<file path="config.mk">
export PLATFORM = sky130hd
export DESIGN_NAME = camera_pattern_source_flat
export DESIGN_NICKNAME = d
export VERILOG_FILES = /design/src/rtl/camera_pattern_source_if.sv /design/src/rtl/camera_pattern_source.sv /design/src/flat_wrapper.sv
export SDC_FILE = /design/constraint.sdc
export NUM_CORES = 1
export LEC_CHECK = 0
export BUFFER_PORTS_ARGS = -buffer_cell sky130_fd_sc_hd__buf_4
export CAP_MARGIN = 40
export CORE_ASPECT_RATIO = 0.75
export CORE_MARGIN = 1
export CORE_UTILIZATION = 30
export DETAILED_ROUTE_END_ITERATION = 16
export GPL_TIMING_DRIVEN = 1
export PLACE_DENSITY = 0.58
export SYNTH_ARGS = -nofsm -noshare
export SYNTH_HDL_FRONTEND = slang
export SYNTH_SLANG_ARGS = --single-unit
</file>
<file path="constraint.sdc">
create_clock -name clk -period 6 [get_ports clk]
set_clock_uncertainty 0.05 [all_clocks]
set_input_delay 0.6 -clock clk [delete_from_list [all_inputs] [get_ports clk]]
set_output_delay 0.6 -clock clk [all_outputs]
set_load 0.03 [all_outputs]
</file>
<file path="src/rtl/camera_pattern_source_if.sv">
//============================================================================
// Module   : camera_pattern_source_if
// Brief    : Control inputs and OV7670-style output bus of the pattern source.
// Revision : 1.0
//============================================================================
`default_nettype none

interface camera_pattern_source_if;
    logic        en;
    logic [1:0]  pattern_sel;
    logic [15:0] color;
    logic        vsync;
    logic        href;
    logic [7:0]  d;
    logic        frame_done;
    logic [7:0]  frame_cnt;
    logic [15:0] frame_sum;

    modport master (
        input  en, pattern_sel, color,
        output vsync, href, d, frame_done, frame_cnt, frame_sum
    );

    modport slave (
        output en, pattern_sel, color,
        input  vsync, href, d, frame_done, frame_cnt, frame_sum
    );
endinterface

`default_nettype wire

</file>
<file path="src/rtl/camera_pattern_source.sv">
//============================================================================
// Module   : camera_pattern_source
// Brief    : Synthetic camera emitting RGB565 test frames; CAM_SRC_CHECKSUM_EN
//            adds a per-frame byte checksum on FRAME_SUM.
// Revision : 1.0
//============================================================================
`default_nettype none

module camera_pattern_source #(
    parameter int H_ACTIVE    = 176,
    parameter int V_ACTIVE    = 144,
    parameter int H_BLANK     = 32,
    parameter int VSYNC_LINES = 3,
    parameter int V_BACK      = 17,
    parameter int V_FRONT     = 10
) (
    input  wire logic                 clk,
    input  wire logic                 rst,
    camera_pattern_source_if.master   cam
);
    localparam int L     = 2 * H_ACTIVE + H_BLANK;
    localparam int BAR_W = (H_ACTIVE >= 8) ? (H_ACTIVE / 8) : 1;

    localparam logic [15:0] c_l_last   = 16'(L - 1);
    localparam logic [15:0] c_act_last = 16'(2 * H_ACTIVE - 1);
    localparam logic [15:0] c_hb_last  = 16'(H_BLANK - 1);
    localparam logic [15:0] c_y_last   = 16'(V_ACTIVE - 1);
    localparam logic [15:0] c_vs_last  = 16'(VSYNC_LINES - 1);
    localparam logic [15:0] c_vb_last  = 16'(V_BACK - 1);
    localparam logic [15:0] c_vf_last  = 16'(V_FRONT - 1);
    localparam logic [15:0] c_bar_w    = 16'(BAR_W);

    localparam logic [2:0] c_ST_IDLE   = 3'd0;
    localparam logic [2:0] c_ST_SYNC   = 3'd1;
    localparam logic [2:0] c_ST_BACK   = 3'd2;
    localparam logic [2:0] c_ST_ACTIVE = 3'd3;
    localparam logic [2:0] c_ST_HBLANK = 3'd4;
    localparam logic [2:0] c_ST_FRONT  = 3'd5;

    logic [2:0]  r_state;
    logic [15:0] r_col;
    logic [15:0] r_line;
    logic [15:0] r_y;
    logic [1:0]  r_sel;
    logic [15:0] r_color;

    logic        r_vsync;
    logic        r_href;
    logic [7:0]  r_d;
    logic        r_done;
    logic [7:0]  r_frame_cnt;

    logic [15:0] w_lines_last;
    logic        w_period_end;
    logic        w_frame_end;
    logic        w_enter_sync;
    logic        w_active;
    logic [2:0]  w_next_blank;
    logic [15:0] w_x;
    logic [15:0] w_bar;
    logic [2:0]  w_bar_idx;
    logic [7:0]  w_grey;
    logic [15:0] w_pixel;
    logic [7:0]  w_byte;

    always_comb begin
        w_lines_last = c_vf_last;
        w_next_blank = cam.en ? c_ST_SYNC : c_ST_IDLE;
        case (r_state)
            c_ST_SYNC: begin
                w_lines_last = c_vs_last;
                w_next_blank = c_ST_BACK;
            end
            c_ST_BACK: begin
                w_lines_last = c_vb_last;
                w_next_blank = c_ST_ACTIVE;
            end
            default: ;
        endcase
    end

    assign w_period_end = (r_col == c_l_last) && (r_line == w_lines_last);
    assign w_frame_end  = (r_state == c_ST_FRONT) && w_period_end;
    assign w_enter_sync = cam.en && ((r_state == c_ST_IDLE) || w_frame_end);
    assign w_active     = (r_state == c_ST_ACTIVE);

    // Pixel generation runs one clock ahead of the registered byte bus.
    assign w_x       = {1'b0, r_col[15:1]};
    assign w_bar     = w_x / c_bar_w;
    assign w_bar_idx = (w_bar > 16'd7) ? 3'd7 : w_bar[2:0];
    assign w_grey    = w_x[7:0];

    always_comb begin
        w_pixel = r_color;
        case (r_sel)
            2'd1: begin
                case (w_bar_idx)
                    3'd0:    w_pixel = 16'hFFFF;
                    3'd1:    w_pixel = 16'hFFE0;
                    3'd2:    w_pixel = 16'h07FF;
                    3'd3:    w_pixel = 16'h07E0;
                    3'd4:    w_pixel = 16'hF81F;
                    3'd5:    w_pixel = 16'hF800;
                    3'd6:    w_pixel = 16'h001F;
                    default: w_pixel = 16'h0000;
                endcase
            end
            2'd2:    w_pixel = {w_grey[7:3], w_grey[7:2], w_grey[7:3]};
            2'd3:    w_pixel = (w_x[3] ^ r_y[3]) ? 16'hFFFF : 16'h0000;
            default: w_pixel = r_color;
        endcase
    end

    assign w_byte = r_col[0] ? w_pixel[7:0] : w_pixel[15:8];

    always_ff @(posedge clk or posedge rst) begin
        if (rst) begin
            r_state <= c_ST_IDLE;
            r_col   <= 16'd0;
            r_line  <= 16'd0;
            r_y     <= 16'd0;
            r_sel   <= 2'd0;
            r_color <= 16'd0;
        end else begin
            if (w_enter_sync) begin
                r_sel   <= cam.pattern_sel;
                r_color <= cam.color;
            end
            case (r_state)
                c_ST_IDLE: begin
                    r_col  <= 16'd0;
                    r_line <= 16'd0;
                    if (cam.en) r_state <= c_ST_SYNC;
                end
                c_ST_SYNC, c_ST_BACK, c_ST_FRONT: begin
                    r_y <= 16'd0;
                    if (r_col == c_l_last) begin
                        r_col  <= 16'd0;
                        r_line <= w_period_end ? 16'd0 : r_line + 16'd1;
                    end else begin
                        r_col <= r_col + 16'd1;
                    end
                    if (w_period_end) r_state <= w_next_blank;
                end
                c_ST_ACTIVE: begin
                    if (r_col == c_act_last) begin
                        r_col   <= 16'd0;
                        r_state <= c_ST_HBLANK;
                    end else begin
                        r_col <= r_col + 16'd1;
                    end
                end
                c_ST_HBLANK: begin
                    if (r_col == c_hb_last) begin
                        r_col <= 16'd0;
                        if (r_y == c_y_last) begin
                            r_state <= c_ST_FRONT;
                        end else begin
                            r_y     <= r_y + 16'd1;
                            r_state <= c_ST_ACTIVE;
                        end
                    end else begin
                        r_col <= r_col + 16'd1;
                    end
                end
                default: r_state <= c_ST_IDLE;
            endcase
        end
    end

    always_ff @(posedge clk or posedge rst) begin
        if (rst) begin
            r_vsync     <= 1'b0;
            r_href      <= 1'b0;
            r_d         <= 8'h00;
            r_done      <= 1'b0;
            r_frame_cnt <= 8'd0;
        end else begin
            r_vsync <= (r_state == c_ST_SYNC);
            r_href  <= w_active;
            r_d     <= w_active ? w_byte : 8'h00;
            r_done  <= w_frame_end;
            if (w_frame_end) r_frame_cnt <= r_frame_cnt + 8'd1;
        end
    end

    assign cam.vsync      = r_vsync;
    assign cam.href       = r_href;
    assign cam.d          = r_d;
    assign cam.frame_done = r_done;
    assign cam.frame_cnt  = r_frame_cnt;

`ifdef CAM_SRC_CHECKSUM_EN
    logic [15:0] r_acc;
    logic [15:0] r_frame_sum;

    // Frame-end and SYNC entry can share an edge: FRAME_SUM takes the old total.
    always_ff @(posedge clk or posedge rst) begin
        if (rst) begin
            r_acc       <= 16'd0;
            r_frame_sum <= 16'd0;
        end else begin
            if (w_enter_sync)  r_acc <= 16'd0;
            else if (w_active) r_acc <= r_acc + {8'h00, w_byte};
            if (w_frame_end)   r_frame_sum <= r_acc;
        end
    end

    assign cam.frame_sum = r_frame_sum;
`else
    assign cam.frame_sum = 16'd0;
`endif

endmodule

`default_nettype wire

</file>
<file path="src/flat_wrapper.sv">
// flat-port wrapper written by rule: the top's interface ports become plain ports
module camera_pattern_source_flat 
#(
    parameter int H_ACTIVE    = 176,
    parameter int V_ACTIVE    = 144,
    parameter int H_BLANK     = 32,
    parameter int VSYNC_LINES = 3,
    parameter int V_BACK      = 17,
    parameter int V_FRONT     = 10
)
  (clk, rst, cam_en, cam_pattern_sel, cam_color, cam_vsync, cam_href, cam_d, cam_frame_done, cam_frame_cnt, cam_frame_sum);
  camera_pattern_source_if cam_i ();
  input  wire logic clk;
  input  wire logic rst;
  input wire logic [$bits(cam_i.en)-1:0] cam_en;
  input wire logic [$bits(cam_i.pattern_sel)-1:0] cam_pattern_sel;
  input wire logic [$bits(cam_i.color)-1:0] cam_color;
  output wire logic [$bits(cam_i.vsync)-1:0] cam_vsync;
  output wire logic [$bits(cam_i.href)-1:0] cam_href;
  output wire logic [$bits(cam_i.d)-1:0] cam_d;
  output wire logic [$bits(cam_i.frame_done)-1:0] cam_frame_done;
  output wire logic [$bits(cam_i.frame_cnt)-1:0] cam_frame_cnt;
  output wire logic [$bits(cam_i.frame_sum)-1:0] cam_frame_sum;
  assign cam_i.en = cam_en;
  assign cam_i.pattern_sel = cam_pattern_sel;
  assign cam_i.color = cam_color;
  assign cam_vsync = cam_i.vsync;
  assign cam_href = cam_i.href;
  assign cam_d = cam_i.d;
  assign cam_frame_done = cam_i.frame_done;
  assign cam_frame_cnt = cam_i.frame_cnt;
  assign cam_frame_sum = cam_i.frame_sum;
  camera_pattern_source #(.H_ACTIVE(H_ACTIVE), .V_ACTIVE(V_ACTIVE), .H_BLANK(H_BLANK), .VSYNC_LINES(VSYNC_LINES), .V_BACK(V_BACK), .V_FRONT(V_FRONT)) u_core (.clk(clk), .rst(rst), .cam(cam_i));
endmodule
</file>
Yosys cells after proc, flatten, opt, wreduce, memory -nomap -nowiden
Index checks and enable logic that the tools add are counted.
- register bits: 88
- input bits: 21
- output and inout bits: 35
- mux-type cells: 25
- reductions and logical operators: 13
- eq/ne operators: 25
- bitwise gates (word level): 1
- divide/modulo/power cells: 1
- order comparisons: 1
- add/sub/neg operators: 4
- operators with widths (operator ; number):
    two-way mux 16 bit ; 8
    one-hot mux 16 bit (7 select lines) ; 1
    one-hot mux 16 bit (2 select lines) ; 2
    one-hot mux 16 bit (4 select lines) ; 1
    adder 16 x 1 -> 16 bit, second input constant ; 3
    one-hot mux 16 bit (3 select lines) ; 1
    equality test 16 x 9 -> 1 bit, second input constant ; 2
    two-way mux 3 bit ; 6
    divider 15 x 5 -> 16 bit, second input constant ; 1
    equality test 16 x 5 -> 1 bit ; 1
    equality test 16 x 5 -> 1 bit, second input constant ; 1
    equality test 16 x 8 -> 1 bit, second input constant ; 1
    > comparator 16 x 3 -> 1 bit, second input constant ; 1
    two-way mux 8 bit ; 2
    equality test 3 bit, second input constant ; 5
    equality test 3 x 2 -> 1 bit, second input constant ; 4
    one-hot mux 3 bit (4 select lines) ; 1
    one-hot mux 5 bit (2 select lines) ; 1
    adder 8 x 1 -> 8 bit, second input constant ; 1
    equality test 3 x 1 -> 1 bit, second input constant ; 2
    zero test 3 bit ; 2
    != test 2 x 1 -> 1 bit, second input constant ; 3
    != test 2 bit, second input constant ; 3
    one-hot mux 3 bit (2 select lines) ; 1
    other kinds (12) ; 16

Depth between registers and ports, before layout
- depth after elaboration: 8
- gate-level depth with buffers: 23

Worst setup path after synthesis
OpenSTA, ideal clock, no wires.
- kind: flip-flop to flip-flop
- start point: register u_core.r_col[14]
- end point: register u_core.r_d[4] (netlist: u_core.cam.d[4])
- data arrival time: 4.527 ns
- setup slack: 1.281 ns
- setup time: 0.142 ns
- cell stages (with the launch flop): 23
- required time: 5.808 ns
- path buffers: 5
- cells stage by stage: dfrtp_1 buf_6 buf_6 buf_6 buf_6 nand3_2 a21oi_1 or4_4 a31oi_4 o211a_4 buf_8 nor2_2 a2111oi_4 nand3_4 a211oi_4 o211ai_2 nor2_2 o41ai_1 nor4_2 a211oi_2 or2_1 o311ai_1 a31oi_1
- cells in the longest elaborated chain, start to end: 8
- elaborated cells on any way between the ends: 14
- classes of those cells: div (1); order compare (1); eq/ne (6); mux (5); reduce/logical (1)
- ends and longest elaborated chain (element ; RTL line ; RTL):
    start, declared ; camera_pattern_source.sv:41 ; logic [15:0] r_col;
    start signal, assigned ; camera_pattern_source.sv:141 ; r_col <= r_col + 16'd1;
    start signal, assigned ; camera_pattern_source.sv:150 ; r_col <= r_col + 16'd1;
    start signal, assigned ; camera_pattern_source.sv:163 ; r_col <= r_col + 16'd1;
    divider 15 x 5 -> 16 bit (*) ; camera_pattern_source.sv:89 ; assign w_bar = w_x / c_bar_w;
    > comparator 16 x 3 -> 1 bit ; camera_pattern_source.sv:90 ; assign w_bar_idx = (w_bar > 16'd7) ? 3'd7 : w_bar[2:0];
    two-way mux 3 bit (*) ; camera_pattern_source.sv:90 ;
    equality test 3 bit, or another cell as far along ; camera_pattern_source.sv:97 ; case (w_bar_idx)
    one-hot mux 16 bit (7 select lines) (*) ; camera_pattern_source.sv:97 ;
    one-hot mux 16 bit (3 select lines) (*) ; camera_pattern_source.sv:95 ; case (r_sel)
    two-way mux 8 bit (*) ; camera_pattern_source.sv:114 ; assign w_byte = r_col[0] ? w_pixel[7:0] : w_pixel[15:8];
    two-way mux 8 bit (*) ; camera_pattern_source.sv:181 ; r_d <= w_active ? w_byte : 8'h00;
    end signal, assigned ; camera_pattern_source.sv:181 ;
    end, declared ; camera_pattern_source.sv:49 ; logic [7:0] r_d;
Every way passes the cells marked *; elsewhere a longest branch is shown, timed or not.
A chain may end at the register's enable or synchronous reset.

Final worst setup path
- start point: register u_core.r_col[12]
- end point: register u_core.r_d[2] (netlist: u_core.cam.d[2])
The elaborated chain is that of the path after synthesis.

==> results by group <==
Yosys
  – Synth Warn #: 0
  – Ranking of synthesized cells by area: dfrtp_1 (30%), nor2_1 (4.5%), nand2_1 (3.8%), o21ai_0 (3.5%), a21oi_1 (3.4%)
  – Syn Inst Count: 880
  – Library cells used by synthesis: 97
  – Cell taking the most area after synthesis: dfrtp_1
  – Share of the synthesized area in the top cell type: 30.40%
  – Top_reg_cell synth: dfrtp_1
  – Avg Inst Size Synth: 8.231 µm²
  – FFs w/ async S/R, synth: 100.0%
  – Synth Cell Area: 7243 µm²
  – Post-synth EDFFs: 0
  – Synthesis-stage register bit count: 88
  – Seq/Total Area, Yosys: between 30% and 40%

Timing
  – Tightest Pin Transition: 747.5 ps
  – Fin. Hold Viols: 0
  – Post-layout min period: 5681 ps
  – Period Utilization, post-route: 94.68%
  – RSZ-0062 raised after global routing: no
  – Final-report max-slew violation count: 0
  – Final setup viols: 0
  – TNS Setup: 0 ps
  – Fmax: 0.1760 GHz
  – Rel. slew slack: between 50 and 60%

Placed design
  – DP Area: slightly below 8000 µm²
  – Detailed placer's ending HPWL: 13,890 µm
  – Buffers on Ports: 39
  – Post-Place Cells: 1,183
  – RD Place Congestion: approximately 0.9

Critical path
  – Worst setup path class: reg2reg
  – Worst-path fanout max: 11
  – Worst EP arrival: 5810 ps
  – Worst EP required: 6130 ps
  – R2R setup slack: roughly 320 ps
  – Crit path launch type: flop
  – Worst setup EP type: flop

CTS
  – CTS Buf Count: 9
  – CTS max path bufs: 2
  – H-tree levels: 3
  – Clock Sinks: 88
  – CTS root buf: clkbuf_16
  – Clock tree from TritonCTS: built
  – Worst skew pair latency: 350 ps
  – Hold_buf cts: 0
  – Worst-path clk slew: 60 ps

Global route
  – Antenna violations before repair: 0
  – GR Overflow Total: 0
  – Pin count of the biggest net entering global routing: 65
  – First-pass GRT wire length: 31,590 µm
  – Vias in the first global route: 5,973
  – GR Util All Layers: 15.51%

Pwr
  – Maximum VDD drop: 0.0002114 V
  – PD cells: 152.6 nW/µm²
  – Pleak: around 3.3 nW

Detailed routing
  – Met2 wire length: 8000 µm
  – WL met1: 9600 µm
  – Detailed-route DRC error count: 0
  – Post-DRT Antenna Nets: 0
  – Initial DRC Count: 692
  – Drt first pass iters: 7
  – Metal3 WL: 1192 µm
  – Routed length per placed instance: 15.75 µm
  – Routed vias: 6,722
  – Routed Wire Length: 18,920 µm
  – Vias per std cell: 5.597
  – Top sig layer: met4

Die
  – Core box area: 23,360 µm²
  – Die Y: 136.6 µm
  – Die X-Extent: 181.4 µm
  – Io pins: 56
  – Rows: between 40 and 50
  – Die area: 24,780 µm²
  – Starting Density: 31.00%

Finish
  – Design Area, Final: 8080 µm²
  – Layout cells sized above 1: approximately 18%
  – Fillers: 2,408
  – Layout Nets: 921
  – Layout Cells excl Fill: ~1,200
  – # diodes: 0
  – Area growth syn-to-layout: 11.56%

Worst hold path
  – Worst Hold Class: in2async

Outcome
  – Status: finished clean

Job
  – Maxcap violations: 0
-- worst max-delay path: stages (launching register included) --
cell and delay (ps):
dfrtp_1 560, nor4bb_1 580, a21oi_1 120, a31o_2 270, a21oi_1 430, nor3_2 200
nor3_1 380, o32ai_1 180, o211ai_1 390, a21oi_1 220, a21o_1 220, nor3_1 420
a211oi_1 190, a2111oi_1 620, a211oi_1 160, mux2_4 300, nand3_4 110, a31oi_1 100
-- metrics by stage --
step / hold WS, ps / worst slack, ps / total power [W] / utilization (%)
detailed placement: 413.0 / 297.8 / 0.0007168 / 33.17
global placement: 416.0 / 401.9 / 0.0007145 / 33.05
floorplan: 421.6 / 1281 / 0.0006897 / -
global route: 69.26 / 27.31 / 0.001282 / 34.59
CTS: 66.95 / 259.6 / 0.001249 / 34.38
finish: 72.78 / 319.0 / 0.001233 / 34.59
-- synthesized netlist by cell type (21+ instances only) --
cell,instances
nor2b_1,22
nand2_1,73
a21oi_1,49
mux2_2,21
nand3_1,43
clkbuf_1,32
inv_1,23
buf_4,23
o21ai_0,51
dfrtp_1,88
nor2_1,87
xor2_1,21
-- what timing repair did --
item	in CTS	in global routing
resized for setup	0	10
setup endpoints to repair	0	6
setup buffers	0	2
-- registers in the layout, summed over array words and instances (netlist names) --
name                   cells
u_core.r_state             3
u_core.r_col              16
u_core.cam.d               8
u_core.cam.frame_cnt       8
u_core.cam.href            1
u_core.cam.vsync           1
u_core.r_line             16
u_core.r_y                16
u_core.r_color            16
u_core.cam.frame_done      1
u_core.r_sel               2
-- kinds of logic (layout without fill, tap and decap cells) --
group / count (synthesis) / count (layout) / synth area share (%)
AO/OA/AOI/OAI: 264 / 264 / 26.72
AND/OR/NAND/NOR: 352 / 352 / 25.43
multiplexers: 25 / 25 / 3.887
flip-flops: 88 / 88 / 30.40
buffers and inverters: 107 / 113 / 8.102
adder cells (fa/ha/maj): 4 / 4 / 0.6910
XOR/XNOR: 39 / 39 / 4.716
other: 1 / 16 / 0.05177
-- final timing paths --
path                                                     start                                  end  cells after the start
max in group asynchronous                                  rst         u_core.r_col[14]$_DFFE_PP0P_                      4
min in group clk           u_core.cam.frame_cnt[7]$_DFFE_PP0P_  u_core.cam.frame_cnt[7]$_DFFE_PP0P_                      1
setup reg to reg                  u_core.r_col[12]$_DFFE_PP0P_            u_core.cam.d[2]$_DFF_PP0_                     17
hold reg to reg            u_core.cam.frame_cnt[7]$_DFFE_PP0P_  u_core.cam.frame_cnt[7]$_DFFE_PP0P_                      1
hold / removal                                             rst  u_core.cam.frame_cnt[5]$_DFFE_PP0P_                      2
setup / recovery                  u_core.r_col[12]$_DFFE_PP0P_            u_core.cam.d[2]$_DFF_PP0_                     17
-- cells in the final DEF (no fill, tap or decap), drive strengths merged, types with 8 or more instances in the layout --
cell and n:
a211oi 17, a21oi 51, a31oi 15, and3 13, buf 73, clkbuf 9
conb 16, dfrtp 88, inv 24, mux2 22, nand2 73, nand2b 13
nand3 46, nand4 12, nor2 91, nor2b 22, nor3 19, nor3b 8
nor4 11, o211ai 14, o21ai 54, o22ai 13, o31ai 10, or2 10
or3 9, xnor2 18, xor2 21
-- per-layer routing --
metal / up-vias / GRT usage, %
met3: 11 / 2.555
met5: - / 0
met2: 245 / 22.12
met4: 0 / 2.684
met1: 3207 / 24.25
li1: 3259 / -
-- where the power goes --
| part | switching, W | internal (W) | leakage (nW) | total [W] |
|---|---|---|---|---|
| Combinational | 0.0000598 | 0.0000338 | 1.98 | 0.0000936 |
| Clock | 0.000244 | 0.000284 | 0.125 | 0.000528 |
| Sequential | 0.00000588 | 0.000605 | 1.16 | 0.000611 |
| Total | 0.000310 | 0.000923 | 3.26 | 0.00123 |
-- layout make-up --
type	count	area, µm²	area share (%)
Clock buffer	9	225.2	2.787
Clock inverter	7	56.30	0.6968
Inverter	24	91.34	1.130
Multi-Input combinational cell	700	4548	56.29
Sequential cell	88	2203	27.27
Tap cell	300	375.4	4.645
Timing Repair Buffer	73	580.6	7.185
Power figures use the tool's default switching activity.
